--- src/rtl/cix32_pipe_chain.sv ---
// Elastic chain of STAGES payload slots with valid/ready at both ends,
// per-slot stall and kill, global flush, occupancy and a saturating squash counter.
module cix32_pipe_chain #(
  parameter int WIDTH  = 32,
  parameter int STAGES = 4,
  parameter int CNT_W  = 16
) (
  input  logic                             clk,
  input  logic                             rst,
  input  logic                             in_valid,
  output logic                             in_ready,
  input  logic [WIDTH-1:0]                 in_data,
  output logic                             out_valid,
  input  logic                             out_ready,
  output logic [WIDTH-1:0]                 out_data,
  input  logic [STAGES-1:0]                stall,
  input  logic [STAGES-1:0]                kill,
  input  logic                             flush,
  output logic [STAGES-1:0]                stage_valid,
  output logic [$clog2(STAGES+1)-1:0]      occupancy,
  output logic [CNT_W-1:0]                 squash_count
);

  localparam int OCC_W = $clog2(STAGES + 1);
  localparam int SUM_W = ((CNT_W > OCC_W) ? CNT_W : OCC_W) + 1;

  logic [STAGES-1:0] v_q;
  logic [WIDTH-1:0]  d_q [STAGES];
  logic [STAGES-1:0] ev;
  logic [STAGES-1:0] pass;
  logic [STAGES-1:0] acc;
  logic [STAGES-1:0] squashed;
  logic [OCC_W-1:0]  occ_cnt;
  logic [OCC_W-1:0]  sq_inc;
  logic [CNT_W-1:0]  cnt_q;

  function automatic logic [OCC_W-1:0] popcnt(input logic [STAGES-1:0] x);
    logic [OCC_W-1:0] c;
    c = '0;
    for (int i = 0; i < STAGES; i++) begin
      c = c + OCC_W'(x[i]);
    end
    return c;
  endfunction

  function automatic logic [CNT_W-1:0] sat_add(input logic [CNT_W-1:0] a,
                                               input logic [OCC_W-1:0] b);
    logic [SUM_W-1:0] s;
    logic [SUM_W-1:0] lim;
    s   = SUM_W'(a) + SUM_W'(b);
    lim = SUM_W'({CNT_W{1'b1}});
    return (s > lim) ? {CNT_W{1'b1}} : CNT_W'(s);
  endfunction

  // Ready ripples from out_ready back toward slot 0; each slot sees the
  // accept of the slot after it.
  always_comb begin
    logic down_acc;
    ev       = '0;
    pass     = '0;
    acc      = '0;
    down_acc = out_ready;
    for (int i = STAGES - 1; i >= 0; i--) begin
      ev[i]    = v_q[i] & ~kill[i] & ~flush;
      pass[i]  = ev[i] & ~stall[i] & down_acc;
      acc[i]   = ~stall[i] & (~ev[i] | pass[i]) & ~flush;
      down_acc = acc[i];
    end
  end

  genvar g;
  generate
    for (g = 0; g < STAGES; g++) begin : g_slot
      logic             src_v;
      logic [WIDTH-1:0] src_d;
      logic             v_r;
      logic [WIDTH-1:0] d_r;

      if (g == 0) begin : g_head
        assign src_v = in_valid;
        assign src_d = in_data;
      end else begin : g_body
        assign src_v = pass[g-1];
        assign src_d = d_q[g-1];
      end

      // Slot register: load from upstream when accepting, otherwise hold
      // unless the resident entry is squashed.
      always_ff @(posedge clk) begin
        if (rst) begin
          v_r <= 1'b0;
          d_r <= '0;
        end else if (acc[g]) begin
          v_r <= src_v;
          if (src_v) begin
            d_r <= src_d;
          end
        end else if (kill[g] | flush) begin
          v_r <= 1'b0;
        end
      end

      assign v_q[g] = v_r;
      assign d_q[g] = d_r;
    end
  endgenerate

  assign squashed = v_q & (kill | {STAGES{flush}});
  assign sq_inc   = popcnt(squashed);
  assign occ_cnt  = popcnt(v_q);

  always_ff @(posedge clk) begin
    if (rst) begin
      cnt_q <= '0;
    end else begin
      cnt_q <= sat_add(cnt_q, sq_inc);
    end
  end

  assign in_ready     = acc[0];
  assign out_valid    = ev[STAGES-1] & ~stall[STAGES-1];
  assign out_data     = d_q[STAGES-1];
  assign stage_valid  = v_q;
  assign occupancy    = occ_cnt;
  assign squash_count = cnt_q;

endmodule
--- config.mk ---
export PLATFORM = sky130hd
export DESIGN_NAME = cix32_pipe_chain
export DESIGN_NICKNAME = d
export VERILOG_FILES = /design/src/rtl/cix32_pipe_chain.sv
export SDC_FILE = /design/constraint.sdc
export NUM_CORES = 1
export LEC_CHECK = 0
export CORE_MARGIN = 3
export CORE_UTILIZATION = 50
export DETAILED_ROUTE_END_ITERATION = 16
export PLACE_DENSITY = 0.83
export SYNTH_ARGS = -nofsm -noshare
export SYNTH_HDL_FRONTEND = slang
export SYNTH_SLANG_ARGS = --single-unit
--- constraint.sdc ---
create_clock -name clk -period 4.1 [get_ports clk]
set_input_delay 1.23 -clock clk [delete_from_list [all_inputs] [get_ports clk]]
set_output_delay 1.23 -clock clk [all_outputs]
set_load 0.01 [all_outputs]
==> reports/results.tsv, run 1 <==
metric	value	unit
layout cells sized above 1	8.36	%
yosys synthesis warning count	0	
Main synth FF type	dfxtp_1	
Crit path largest cell delay	500	ps
All-Layer GR Usage	21.0	%
die area	13700	um^2
ys async rst share	0	%
run status	finished, final reports clean	
Reg power frac	47.2	%
Die W	117	um
CTS Buf Count	17	
Setup-failing EPs final	0	
register area share after synthesis	48.1	%
combinational power share	5.1	%
Reg area	2960	um^2
Syn Area/Cell	9.30	um^2
top cell type's share of synthesized area	48.1	%
Synth Register Bits	148	
Hold Path Class	reg2reg	
Die Height	117	um
post-route clock skew	9.19	ps
Worst Max-Slew Pin Slew	1110	ps
I/O Buffers	101	
post-DR vias/cell	5.39	
CTS Buffer Depth	2	
post-DR wirelength/cell	15.4	um
Post-Layout Cell Count	909	
CP Data Arrival Time	4270	ps
Static Leak	0.00290	uW
startpoint types	primary input	
Mapped Cells	663	
largest net degree at the start of global routing	148	
filler instances	920	
Starting DRT DRC Count	370	
H-tree depth	4	
first-pass GRT wire length	22900	um
DR vias	4899	
slew margin rel.	26.3	%
vias in the first global route	4817	
CP cell instances	clkdlybuf4s50_1 > buf_4 > o21ai_1 > fa_1 > fa_1 > inv_1 > fa_1 > and4_1 > and3_1 > nor3_1 > a2111oi_2	
area grow syn2layout	26.9	%
commonest non-fill, non-tap cell in the layout	dfxtp_1	
Util after Layout	66.8	%
synth unique cells	43	
antenna violations before repair	0	
crit-path leading delay family	adder cells	
EDFF count, synth	0	
Cell Area, Synth	6160	um^2
fin crit period	3980	ps
NumNets Final	806	
peak fanout along the critical path	14	
Synth area leaders	dfxtp_1 (48%), mux2i_1 (11%), nand2b_1 (9.8%)	
Design Area, Final	7820	um^2
placed wire-length estimate	9230	um
Placed Instances	878	
crit path capture type	flip-flop	
I/O Pins	102	
post-cts resize count	3	
Internal	2460	uW
clock power share	47.7	%
CTS tree	done	
CTS root buf	clkbuf_16	
Max Fclk	251	MHz
CTS Sinks	148	
CP max stage cell	fa_1	
Mapped Nets	715	
Multi-input gate area	2890	um^2
cts hold-fix bufs	0	
Post-CTS Setup Inserts	0	
DRC Markers	0	
Fin. Hold Viols	0	
ANT nets after route	0	
total global routing overflow	0	
post-route worst setup slack	116	ps
CP Data Required Time	4380	ps
Placer Congestion	0.844	
Core ar.	11700	um^2
max-slew violation count	0	
most frequent cells in the layout	dfxtp_1 (148), clkdlybuf4s50_1 (99), nand2b_1 (97)	
Crit Path Class	in2reg	
sw frac	20.7	%
Psw	640	uW
Antenna Cells	0	
period utilization	97.2	%
PD cells	396	nW/um^2
WL final	14000	um
area leader, netlist	dfxtp_1	
drt first pass iters	5	
CP most frequent cell	fa_1	
max_cap viols	0	
Critical path buffers and inverters	3	
Worst-Skew Late Latency	410	ps
Starting Density	52.6	%
placed cell areas	7240	um^2
clock transition at the registers of the reported paths	60	ps
# rows	39	
pre-CTS setup slack	-412	ps
VDD IR max	0.000270	V
-- Yosys cell counts (3+ instances only) --
cell       number
buf_6           3
buf_4           4
nand3_1        37
nor2b_1         3
nand2_1        68
o2111ai_1       3
clkbuf_1       30
a21oi_1        83
dfxtp_1       148
inv_1          11
fa_1            4
nor3_1          6
ha_1            3
and3_1          3
buf_12          3
nor3b_1         3
and4_1          5
buf_2           9
nand2b_1       97
xor2_1          9
o21ai_0        40
clkbuf_2        3
mux2i_1        65
-- power groups by stage --
stage / Clock (uW) / Combinational, uW / Sequential, uW
after floorplan: 0 / 95.4 / 1490
after global placement: 0 / 151 / 1490
after detailed placement: 0 / 157 / 1490
after CTS: 1490 / 158 / 1460
after global routing: 1550 / 171 / 1460
final: 1480 / 158 / 1460
-- registers in the layout, summed over array words and instances, names as in the netlist --
| register | cells |
|---|---|
| g_slot.d_r | 96 |
| out_data | 32 |
| squash_count | 16 |
| g_slot.v_r | 4 |
-- through the flow --
stage	hold slack (ps)	TNS, ps	power [uW]
after global routing	461	-7.11	3180
after detailed placement	442	-3600	1650
after CTS	450	0	3110
final	448	0	3100
after floorplan	428	0	1590
after global placement	437	-875	1640
-- worst paths after layout --
| path | from | end | slack, ps | cells past startpoint |
|---|---|---|---|---|
| worst max register to register | g_slot[0].v_r | squash_count[15] | 1240 | 9 |
| worst min-delay path | g_slot[2].d_r[9] | out_data[9] | 450 | 2 |
| worst max-delay path | flush | squash_count[15] | 120 | 11 |
| worst min register to register | g_slot[2].d_r[9] | out_data[9] | 450 | 2 |
-- worst reg2reg max path, delay by kind of cell, from the launching register on --
kind / cells / cell delay (ps)
AO/OA/AOI/OAI: 2 / 550
adder cells (fa/ha/maj): 3 / 1130
buffers and inverters: 1 / 90
flip-flops: 1 / 390
AND/OR/NAND/NOR: 3 / 570
-- area by class of cell --
type	count	area share [%]
flip-flops and latches	148	37.9
multi-input cells	452	37.0
repair buffers	124	15.1
clock buffers	21	5.89
well taps	143	2.29
clock inverters	10	1.38
inverters	11	0.528
-- cell families after synthesis --
kind of cell	synth area share, %
and+or+nand+nor	20.7
DFF	48.1
AOI/OAI and AO/OA	11.9
muxes	10.6
buffers and inverters	5.48
xor gates and xnor gates	1.42
adders and majority gates	1.91
-- layer usage --
layer | routed length (um) | track usage [%]
met4 | 340 | 8.87
met2 | 6550 | 33.1
met5 | 0 | 0
met1 | 6440 | 27.8
met3 | 712 | 5.09
Note: power is estimated with default switching activity, not from simulation.
==> inputs of run 2 (changes only) <==
--- a/config.mk
+++ b/config.mk
@@ -5,6 +5,7 @@
 export SDC_FILE = /design/constraint.sdc
 export NUM_CORES = 1
 export LEC_CHECK = 0
+export ABC_CLOCK_PERIOD_IN_PS = 4100
 export CORE_MARGIN = 3
 export CORE_UTILIZATION = 50
 export DETAILED_ROUTE_END_ITERATION = 16
==> results of run 2 <==
Same layout as run 1: the final DEF is identical, and so are final timing and power.
